### config.mk
export PLATFORM = sky130hd
export DESIGN_NAME = iir_batch_engine
export DESIGN_NICKNAME = d
export VERILOG_FILES = /design/src/rtl/iir_batch_engine_pkg.sv /design/src/rtl/iir_unfold_core.sv /design/src/rtl/iir_batch_engine.sv
export SDC_FILE = /design/constraint.sdc
export NUM_CORES = 2
export LEC_CHECK = 0
export ABC_AREA = 0
export CAP_MARGIN = 20
export CORE_MARGIN = 4
export CORE_UTILIZATION = 45
export DETAILED_ROUTE_END_ITERATION = 8
export GPL_TIMING_DRIVEN = 0
export PLACE_DENSITY_LB_ADDON = 0.12
export SETUP_SLACK_MARGIN = 0.02
export SKIP_LAST_GASP = 1
export SLEW_MARGIN = 40
export SYNTH_ARGS = -nofsm -noshare
export SYNTH_HDL_FRONTEND = slang
export SYNTH_SLANG_ARGS = --single-unit
### constraint.sdc
create_clock -name clk -period 44.9 [get_ports clk]
set_input_delay 13.47 -clock clk [delete_from_list [all_inputs] [get_ports clk]]
set_output_delay 13.47 -clock clk [all_outputs]
set_load 0.05 [all_outputs]
### src/rtl/iir_batch_engine_pkg.sv
// Shared definitions for the IIR batch engine.
// Holds the FSM state encoding, the default memory map and the width
// constants used for lane packing and accumulator sizing.
package iir_batch_engine_pkg;

    typedef enum logic [2:0] {
        StIdle     = 3'd0,
        StLoadCoef = 3'd1,
        StRun      = 3'd2,
        StDrain    = 3'd3,
        StDone     = 3'd4
    } state_t;

    localparam int unsigned COEF_BASE_DEF = 0;
    localparam int unsigned IN_BASE_DEF   = 2000;
    localparam int unsigned OUT_BASE_DEF  = 3000;

    // Coefficient words fetched per batch (a, b, c, d).
    localparam int unsigned NUM_COEF  = 4;
    // Extra accumulator bits above a full DWxDW product: four terms need two.
    localparam int unsigned ACC_GUARD = 2;
    // Width of the batch cycle counter.
    localparam int unsigned CNT_W     = 32;

endpackage

### src/rtl/iir_unfold_core.sv
// Unfolded second-order IIR datapath.
// Evaluates LANES consecutive outputs per enabled cycle, chaining the x/y
// history from lane to lane and from word to word.
//   clk, rst_n  : clock, asynchronous active-low reset
//   en          : consume x_word and update y_word/history this cycle
//   clr         : clear the x/y history (has priority over en)
//   a, b, c, d  : signed coefficients, Q(DW-2) fixed point
//   x_word      : LANES packed input samples, lane 0 oldest
//   y_word      : LANES packed outputs, registered (latency 1)
module iir_unfold_core
    import iir_batch_engine_pkg::*;
#(
    parameter int unsigned DW    = 8,
    parameter int unsigned LANES = 2
) (
    input  logic                  clk,
    input  logic                  rst_n,
    input  logic                  en,
    input  logic                  clr,
    input  logic signed [DW-1:0]  a,
    input  logic signed [DW-1:0]  b,
    input  logic signed [DW-1:0]  c,
    input  logic signed [DW-1:0]  d,
    input  logic [DW*LANES-1:0]   x_word,
    output logic [DW*LANES-1:0]   y_word
);

    localparam int unsigned ACC_W = 2 * DW + ACC_GUARD;
    localparam logic signed [ACC_W-1:0] SAT_MAX = {{(ACC_W-DW+1){1'b0}}, {(DW-1){1'b1}}};
    localparam logic signed [ACC_W-1:0] SAT_MIN = {{(ACC_W-DW+1){1'b1}}, {(DW-1){1'b0}}};

    logic signed [DW-1:0]    r_x1, r_y1, r_y2;
    logic signed [DW-1:0]    w_x1, w_y1, w_y2, w_xl, w_yl;
    logic signed [ACC_W-1:0] w_acc, w_sh;
    logic [DW*LANES-1:0]     w_y_word;

    function automatic logic signed [ACC_W-1:0] sext(input logic signed [DW-1:0] v);
        return {{(ACC_W-DW){v[DW-1]}}, v};
    endfunction

    // Lane i sees the history left behind by lane i-1 in the same cycle.
    always_comb begin
        w_x1     = r_x1;
        w_y1     = r_y1;
        w_y2     = r_y2;
        w_xl     = '0;
        w_yl     = '0;
        w_acc    = '0;
        w_sh     = '0;
        w_y_word = '0;
        for (int i = 0; i < LANES; i++) begin
            w_xl  = x_word[DW*i +: DW];
            w_acc = sext(c) * sext(w_xl) + sext(d) * sext(w_x1)
                  + sext(a) * sext(w_y1) + sext(b) * sext(w_y2);
            w_sh  = w_acc >>> (DW - 2);
            if (w_sh > SAT_MAX) begin
                w_yl = SAT_MAX[DW-1:0];
            end else if (w_sh < SAT_MIN) begin
                w_yl = SAT_MIN[DW-1:0];
            end else begin
                w_yl = w_sh[DW-1:0];
            end
            w_y_word[DW*i +: DW] = w_yl;
            w_x1 = w_xl;
            w_y2 = w_y1;
            w_y1 = w_yl;
        end
    end

    always_ff @(posedge clk or negedge rst_n) begin
        if (!rst_n) begin
            r_x1   <= '0;
            r_y1   <= '0;
            r_y2   <= '0;
            y_word <= '0;
        end else if (clr) begin
            r_x1 <= '0;
            r_y1 <= '0;
            r_y2 <= '0;
        end else if (en) begin
            r_x1   <= w_x1;
            r_y1   <= w_y1;
            r_y2   <= w_y2;
            y_word <= w_y_word;
        end
    end

endmodule

### src/rtl/iir_batch_engine.sv
// Batch IIR engine: fetches four coefficients, streams LEN input words
// through iir_unfold_core and writes LEN output words back to memory.
//   clk, rst_n        : clock, asynchronous active-low reset
//   start, abort      : batch request pulse, synchronous cancel
//   busy, done        : non-idle flag, one-cycle completion pulse
//   cycles            : RUN+DRAIN clock count of the last completed batch
//   rd_en/addr/data   : memory read port, data valid RD_LAT cycles after rd_en
//   wr_en/addr/data   : memory write port
module iir_batch_engine
    import iir_batch_engine_pkg::*;
#(
    parameter int unsigned DW        = 8,
    parameter int unsigned LANES     = 2,
    parameter int unsigned LEN       = 150,
    parameter int unsigned AW        = 16,
    parameter int unsigned COEF_BASE = COEF_BASE_DEF,
    parameter int unsigned IN_BASE   = IN_BASE_DEF,
    parameter int unsigned OUT_BASE  = OUT_BASE_DEF,
    parameter int unsigned RD_LAT    = 2
) (
    input  logic                   clk,
    input  logic                   rst_n,
    input  logic                   start,
    input  logic                   abort,
    output logic                   busy,
    output logic                   done,
    output logic [CNT_W-1:0]       cycles,
    output logic                   rd_en,
    output logic [AW-1:0]          rd_addr,
    input  logic [DW*LANES-1:0]    rd_data,
    output logic                   wr_en,
    output logic [AW-1:0]          wr_addr,
    output logic [DW*LANES-1:0]    wr_data
);

    localparam logic [AW-1:0] A_COEF_FIRST = AW'(COEF_BASE);
    localparam logic [AW-1:0] A_COEF_LAST  = AW'(COEF_BASE + NUM_COEF - 1);
    localparam logic [AW-1:0] A_IN_FIRST   = AW'(IN_BASE);
    localparam logic [AW-1:0] A_IN_LAST    = AW'(IN_BASE + LEN - 1);
    localparam logic [AW-1:0] A_OUT_FIRST  = AW'(OUT_BASE);
    localparam logic [AW-1:0] A_OUT_LAST   = AW'(OUT_BASE + LEN - 1);

    state_t               r_state;
    logic                 r_busy, r_done, r_rd_en, r_wr_en;
    logic [CNT_W-1:0]     r_cycles, r_cnt;
    logic [AW-1:0]        r_rd_addr, r_wr_addr, r_wcnt;
    logic [RD_LAT-1:0]    r_vld;
    logic [1:0]           r_cap;
    logic signed [DW-1:0] r_a, r_b, r_c, r_d;

    logic                 w_core_en, w_core_clr;
    logic [CNT_W-1:0]     w_cnt_inc;
    logic [DW-1:0]        w_rd_lo;

    assign w_rd_lo    = rd_data[DW-1:0];
    assign w_cnt_inc  = (r_cnt == '1) ? r_cnt : r_cnt + 1'b1;
    // Returning read data is a sample only while streaming; in LOAD_COEF it is a coefficient.
    assign w_core_en  = r_vld[RD_LAT-1] && (r_state == StRun || r_state == StDrain);
    assign w_core_clr = (r_state == StIdle) && start && !abort;

    assign busy    = r_busy;
    assign done    = r_done;
    assign cycles  = r_cycles;
    assign rd_en   = r_rd_en;
    assign rd_addr = r_rd_addr;
    assign wr_en   = r_wr_en;
    assign wr_addr = r_wr_addr;

    iir_unfold_core #(
        .DW    (DW),
        .LANES (LANES)
    ) u_core (
        .clk    (clk),
        .rst_n  (rst_n),
        .en     (w_core_en),
        .clr    (w_core_clr),
        .a      (r_a),
        .b      (r_b),
        .c      (r_c),
        .d      (r_d),
        .x_word (rd_data),
        .y_word (wr_data)
    );

    always_ff @(posedge clk or negedge rst_n) begin
        if (!rst_n) begin
            r_state   <= StIdle;
            r_busy    <= 1'b0;
            r_done    <= 1'b0;
            r_cycles  <= '0;
            r_cnt     <= '0;
            r_rd_en   <= 1'b0;
            r_rd_addr <= '0;
            r_wr_en   <= 1'b0;
            r_wr_addr <= '0;
            r_wcnt    <= '0;
            r_vld     <= '0;
            r_cap     <= '0;
            r_a       <= '0;
            r_b       <= '0;
            r_c       <= '0;
            r_d       <= '0;
        end else begin
            r_done  <= 1'b0;
            // Core output register and write strobe advance together.
            r_wr_en <= w_core_en;
            if (w_core_en) begin
                r_wr_addr <= A_OUT_FIRST + r_wcnt;
                r_wcnt    <= r_wcnt + 1'b1;
            end
            for (int k = RD_LAT - 1; k > 0; k--) begin
                r_vld[k] <= r_vld[k-1];
            end
            r_vld[0] <= r_rd_en;

            if (abort && r_state != StIdle) begin
                // Drop everything in flight; cycles keeps the last completed batch.
                r_state <= StIdle;
                r_busy  <= 1'b0;
                r_rd_en <= 1'b0;
                r_wr_en <= 1'b0;
                r_vld   <= '0;
            end else begin
                unique case (r_state)
                    StIdle: begin
                        if (start && !abort) begin
                            r_state   <= StLoadCoef;
                            r_busy    <= 1'b1;
                            r_cnt     <= '0;
                            r_wcnt    <= '0;
                            r_cap     <= '0;
                            r_rd_en   <= 1'b1;
                            r_rd_addr <= A_COEF_FIRST;
                        end
                    end
                    StLoadCoef: begin
                        if (r_rd_en) begin
                            if (r_rd_addr == A_COEF_LAST) begin
                                r_rd_en <= 1'b0;
                            end else begin
                                r_rd_addr <= r_rd_addr + 1'b1;
                            end
                        end
                        if (r_vld[RD_LAT-1]) begin
                            r_cap <= r_cap + 1'b1;
                            unique case (r_cap)
                                2'd0: r_a <= w_rd_lo;
                                2'd1: r_b <= w_rd_lo;
                                2'd2: r_c <= w_rd_lo;
                                2'd3: begin
                                    r_d       <= w_rd_lo;
                                    r_state   <= StRun;
                                    r_rd_en   <= 1'b1;
                                    r_rd_addr <= A_IN_FIRST;
                                end
                            endcase
                        end
                    end
                    StRun: begin
                        r_cnt <= w_cnt_inc;
                        if (r_rd_addr == A_IN_LAST) begin
                            r_rd_en <= 1'b0;
                            r_state <= StDrain;
                        end else begin
                            r_rd_addr <= r_rd_addr + 1'b1;
                        end
                    end
                    StDrain: begin
                        r_cnt <= w_cnt_inc;
                        if (r_wr_en && r_wr_addr == A_OUT_LAST) begin
                            r_state  <= StDone;
                            r_done   <= 1'b1;
                            r_cycles <= w_cnt_inc;
                        end
                    end
                    StDone: begin
                        r_state <= StIdle;
                        r_busy  <= 1'b0;
                    end
                    default: begin
                        r_state <= StIdle;
                        r_busy  <= 1'b0;
                    end
                endcase
            end
        end
    end

endmodule
# Yosys cells after proc, flatten, opt, wreduce, memory -nomap -nowiden
# Cells that the tools add are included.
# word_totals
reg_bits	195
in_bits	20
word_cells	143
# classes
add_sub_neg	11
mul	8
order_cmp	4
n_eq_ne	19
muxes	49
bitwise_logic	2
n_reduce_logical	30
# ops
cell	n
$mux 16	10
$mul 8x8->16	8
$mux 8	10
$add 18x18->18	4
$mux 32	2
$pmux 32 s2	1
$pmux 16 s3	1
$add 18x16->18	2
$add 16x1->16 const B	2
$add 32x1->32 const B	1
$eq 16x12->1 const B	2
$eq 32x32->1 const B	1
$gt 12x8->1 const B	2
$lt 12x8->1 const B	2
$reduce_and 4->1	6
$mux 3	6
$add 12x16->16 const A	1
$eq 16x2->1 const B	1
$mux 1	12
$pmux 3 s4	1
$ne 3x1->1 const B	3
$reduce_and 3->1	3
$eq 3x2->1 const B	2
$logic_and 1x1->1	6
23 further kinds	34

# Depth between registers and ports, before layout
# depth
ltp_word	15
ltp_mapped	80
depth_no_buf	78

# Hierarchy
# A second synthesis with hierarchy kept.
# hier_totals
cells_unflattened	3272
hier_area_um2	31657.9
# modules_own_cells
module	n_inst	cells_per_inst	area_per_inst_um2	seq_area_each_um2
iir_unfold_core	1	2444	23622.7	1001.0
iir_batch_engine	1	828	8035.2	3878.7

# Least setup slack after synthesis
# Ideal clock, no wire load.
# synth_timing
path_type	input-to-reg
from	in rd_data[2]
to	reg u_core.r_y1[0]
setup_ns	0.146
arrival_ns	30.136
slack_ns	14.619
path_stages	68
cell_sequence	clkbuf_1 -> nand2_1 -> fa_1 -> fa_1 -> fa_1 -> fa_1 -> inv_1 -> ha_1 -> a21o_1 -> a21oi_1 -> o21bai_1 -> a21oi_1 -> o21bai_1 -> a21oi_1 -> xnor2_1 -> ha_1 -> inv_1 -> fa_1 -> [32 not listed] -> fa_1 -> inv_1 -> fa_1 -> inv_1 -> fa_1 -> inv_1 -> fa_1 -> inv_1 -> ha_1 -> a21o_1 -> a21oi_1 -> nand2_1 -> or2_2 -> a221oi_1 -> o22ai_1 -> o211ai_1 -> clkbuf_1 -> o211ai_1
# synth_via
elab_chain_len	15
# synth_lines
element	line	rtl
from (decl)	iir_batch_engine.sv:30	input logic [DW*LANES-1:0] rd_data,
$mul 8x8->16	iir_unfold_core.sv:53	w_acc = sext(c) * sext(w_xl) + sext(d) * sext(w_x1)
$add 18x18->18	iir_unfold_core.sv:53	
$add 18x18->18	iir_unfold_core.sv:54	+ sext(a) * sext(w_y1) + sext(b) * sext(w_y2);
$add 18x16->18	iir_unfold_core.sv:54	
$lt 12x8->1	iir_unfold_core.sv:58	end else if (w_sh < SAT_MIN) begin
$mux 8	iir_unfold_core.sv:58	
$mux 8	iir_unfold_core.sv:56	if (w_sh > SAT_MAX) begin
$mul 8x8->16	iir_unfold_core.sv:54	
$add 18x18->18 *	iir_unfold_core.sv:54	
$add 18x16->18 *	iir_unfold_core.sv:54	
$lt 12x8->1	iir_unfold_core.sv:58	
$mux 8	iir_unfold_core.sv:58	
$mux 8 *	iir_unfold_core.sv:56	
$mux 8 *	iir_unfold_core.sv:80	end else if (en) begin
$mux 8 *	iir_unfold_core.sv:76	end else if (clr) begin
to (signal assigned)	iir_unfold_core.sv:82	r_y1 <= w_y1;
to (decl)	iir_unfold_core.sv:32	logic signed [DW-1:0] r_x1, r_y1, r_y2;
# Every way passes the cells marked *; elsewhere a longest branch is shown, timed or not. The select of a mux whose other input is x is not followed.
# A chain may end at the register's enable or synchronous reset.

# Worst setup path in the final report
# layout_timing
from	in rd_data[7]
to	reg u_core.y_word[12]
# layout_via
elab_chain_len	13
# layout_lines
element	line	rtl
$mul 8x8->16	iir_unfold_core.sv:53	
$add 18x18->18	iir_unfold_core.sv:53	
$add 18x18->18	iir_unfold_core.sv:54	
$add 18x16->18	iir_unfold_core.sv:54	
$lt 12x8->1	iir_unfold_core.sv:58	
$mux 8	iir_unfold_core.sv:58	
$mux 8	iir_unfold_core.sv:56	
$mul 8x8->16	iir_unfold_core.sv:54	
$add 18x18->18 *	iir_unfold_core.sv:54	
$add 18x16->18 *	iir_unfold_core.sv:54	
$lt 12x8->1	iir_unfold_core.sv:58	
$mux 8	iir_unfold_core.sv:58	
$mux 8 *	iir_unfold_core.sv:56	
to (signal assigned)	iir_unfold_core.sv:84	y_word <= w_y_word;
to (decl)	iir_unfold_core.sv:25	output logic [DW*LANES-1:0] y_word
# Every way passes the cells marked *; elsewhere a longest branch is shown, timed or not.

==> flow_summary.ini <==
[detailed_routing]
drcViolationCount = 0
dr.pass1.iters = 5
postRouteAntennaNets = 0
wl_um = 82000
dr.first_iter.drc_count = 1205
dr_total_vias = 23200
viasPerCell = 4.99
avgRoutedWirePerCell_um = 17.6

[run]
cap_violations = 0

[setup_path]
cpMostUsedCell = fa_1
critPathLaunchType = input port
cp_data_arrival_time_ps = 32680
critPathMaxStageDelay_ps = 700
worstSetupEndpointType = flop
path_max_fanout = 10
cp_slowest_cell = clkdlybuf4s50_1
r2r_cells = 71
required_ps = 45230
path_class = input port to flop

[timing]
layout_worst_path_cycle_share = 0.720
maxSlewViolCount = 0
rsz0062_at_grt = no
slew-limit-headroom = 0.433
period_needed_ps = 32350
setup_ws_ps = 12550
worst_pin_slew_ps = 850
finalHoldViolCount = 0
fin_tns_setup_ps = 0
final-setup-viol-count = 0
clock_skew_ps = 21.9
fmax_mhz = 30.9

[global_route]
grt_pass1_vias = 24000
antenna_found_initial = 5
grt_overflow_total = 0
grt_pass1_wl_um = 135000
grtUsageTotal = 0.222
grt_max_degree = 61

[clocking]
h-tree-depth = 4
cts_made_buffers = 17
clkTransAtPathRegs_ps = 100
cts_setup_buffers = 0
cts_root_buf = clkbuf_16
cts-resized-gates = 0
hold_buffers = 0
clk_latency_ps = 500
cts_buffer_depth = 2
cts_tree = built
cts.sinks = 195

[layout]
final_area_um2 = 35300
layout.nets = 4537
multi_input_area_um2 = 24000
syn_to_final_growth_pct = 8.90
fillerInstances = 6993
antenna_cells = 0
regArea_um2 = 4880
layout.cells.non_filler = 4660
layout-drive-gt1-share = 0.0321

[logic_synthesis]
async_flop_share = 1.00
synth_common_cells = inv_1 (824), fa_1 (546), nand2_1 (370), and2_1 (280), ha_1 (274)
syn_avg_cell_area_um2 = 9.05
synth_area_leaders = fa_1 (34%), dfrtp_1 (15%), ha_1 (11%)
ys.warnings.count = 0
synth_compound_area_frac = 0.0794
synthCells = 3581
syn-num-nets = 4421
yosys.cell_types.count = 75
synthAdderAreaFrac = 0.443
yosys_register_bits = 195
syn_area_um2 = 32400
ys.flop_type = dfrtp_1
synth_top_area_share = 0.337
synth_top_area_cell = fa_1
synth_most_common_cell = inv_1
muxShareOfSynthArea = 0.0128
synth_edf_count = 0
synth_xor_area_frac = 0.0492
ys_seq_area_frac = 0.151
synth_top_family_by_area = adder cells
synth_simple_gate_area_frac = 0.155

[worst_hold_path]
hold_path_class = flop to flop
holdPathStages = 1

[placed_design]
gp_congestion = 0.843
dp_cells = 4628
dpl-instance-area_um2 = 34700
port_buffers = 94
place_ws_ps = 11910
hpwl_um = 68200

[outcome]
status = completed

[die]
die-height_um = 276
start_util = 0.453
die_x_um = 276
coreArea_um2 = 71500
die_area_um2 = 76400
rows = 98
ioPinCount = 104
==> cell type report <==
| cell class | count | area share |
|---|---|---|
| Inverter | 825 | 0.0878 |
| Tap cell | 950 | 0.0337 |
| Buffer | 118 | 0.0131 |
| Clock inverter | 14 | 0.00543 |
| Sequential cell | 195 | 0.138 |
| Multi-Input combinational cell | 2443 | 0.680 |
| Clock buffer | 18 | 0.0124 |
| Timing Repair Buffer | 97 | 0.0291 |
==> worst max-delay path, delay by kind of cell <==
kind | cells | cell delay (ps)
compound gates | 17 | 3630
xor+xnor | 1 | 360
fa+ha+maj | 21 | 9730
buf+inv | 16 | 2820
simple gates | 11 | 2690
==> path summary, 6_finish.rpt <==
kind                                                 end  slack (ps)                       start
max in group asynchronous     u_core.r_y1[0]$_DFFE_PN0P_       31100                       rst_n
hold reg to reg                       r_vld[1]$_DFF_PN0_         460          r_vld[0]$_DFF_PN0_
setup reg to reg           u_core.y_word[12]$_DFFE_PN0P_       24580  u_core.r_y1[5]$_DFFE_PN0P_
hold / removal                        r_vld[1]$_DFF_PN0_         460          r_vld[0]$_DFF_PN0_
min in group asynchronous             r_c[7]$_DFFE_PN0P_       12850                       rst_n
setup / recovery           u_core.y_word[12]$_DFFE_PN0P_       12550                  rd_data[7]
==> layer usage <==
| layer | track usage | vias up | share of wire |
|---|---|---|---|
| met5 | 0 | - | 0 |
| met4 | 0.0612 | 0 | 0.027 |
| met3 | 0.0345 | 77 | 0.048 |
| met2 | 0.354 | 428 | 0.46 |
| met1 | 0.319 | 11500 | 0.47 |
| li1 | - | 11200 | - |
==> registers in the layout, summed over array words and instances (netlist names), 3 cells and up <==
signal         flops
r_a                8
r_state            3
u_core.r_y2        8
cycles            32
u_core.r_y1        8
r_wcnt            16
u_core.y_word     16
r_c                8
r_d                8
rd_addr           16
r_cnt             32
wr_addr           16
u_core.r_x1        8
r_b                8
==> cell usage in the layout (no fill, tap or decap), types with 75 or more instances in the layout <==
master,n
fa_1,546
clkdlybuf4s50_1,93
clkbuf_1,104
nor2_1,105
ha_1,274
o21ai_0,166
a21oi_1,75
xnor2_1,138
dfrtp_1,195
nand2_1,370
inv_1,824
and2_1,280
==> cell families after synthesis <==
group	count (synthesis)
xor gates and xnor gates	182
muxes	37
buffers and inverters	943
DFF	195
and+or+nand+nor	992
AOI/OAI and AO/OA	412
adders and majority gates	820
==> through the flow <==
step | util | hold slack [ps]
final | 0.494 | 462
after global routing | 0.494 | 475
after CTS | 0.494 | 462
after detailed placement | 0.485 | 440
after global placement | 0.483 | 438
after floorplan | - | 428
Power is left out: the tool's default activity adds up to more than one toggle a clock period on the data nets, which glitch-free logic cannot reach.
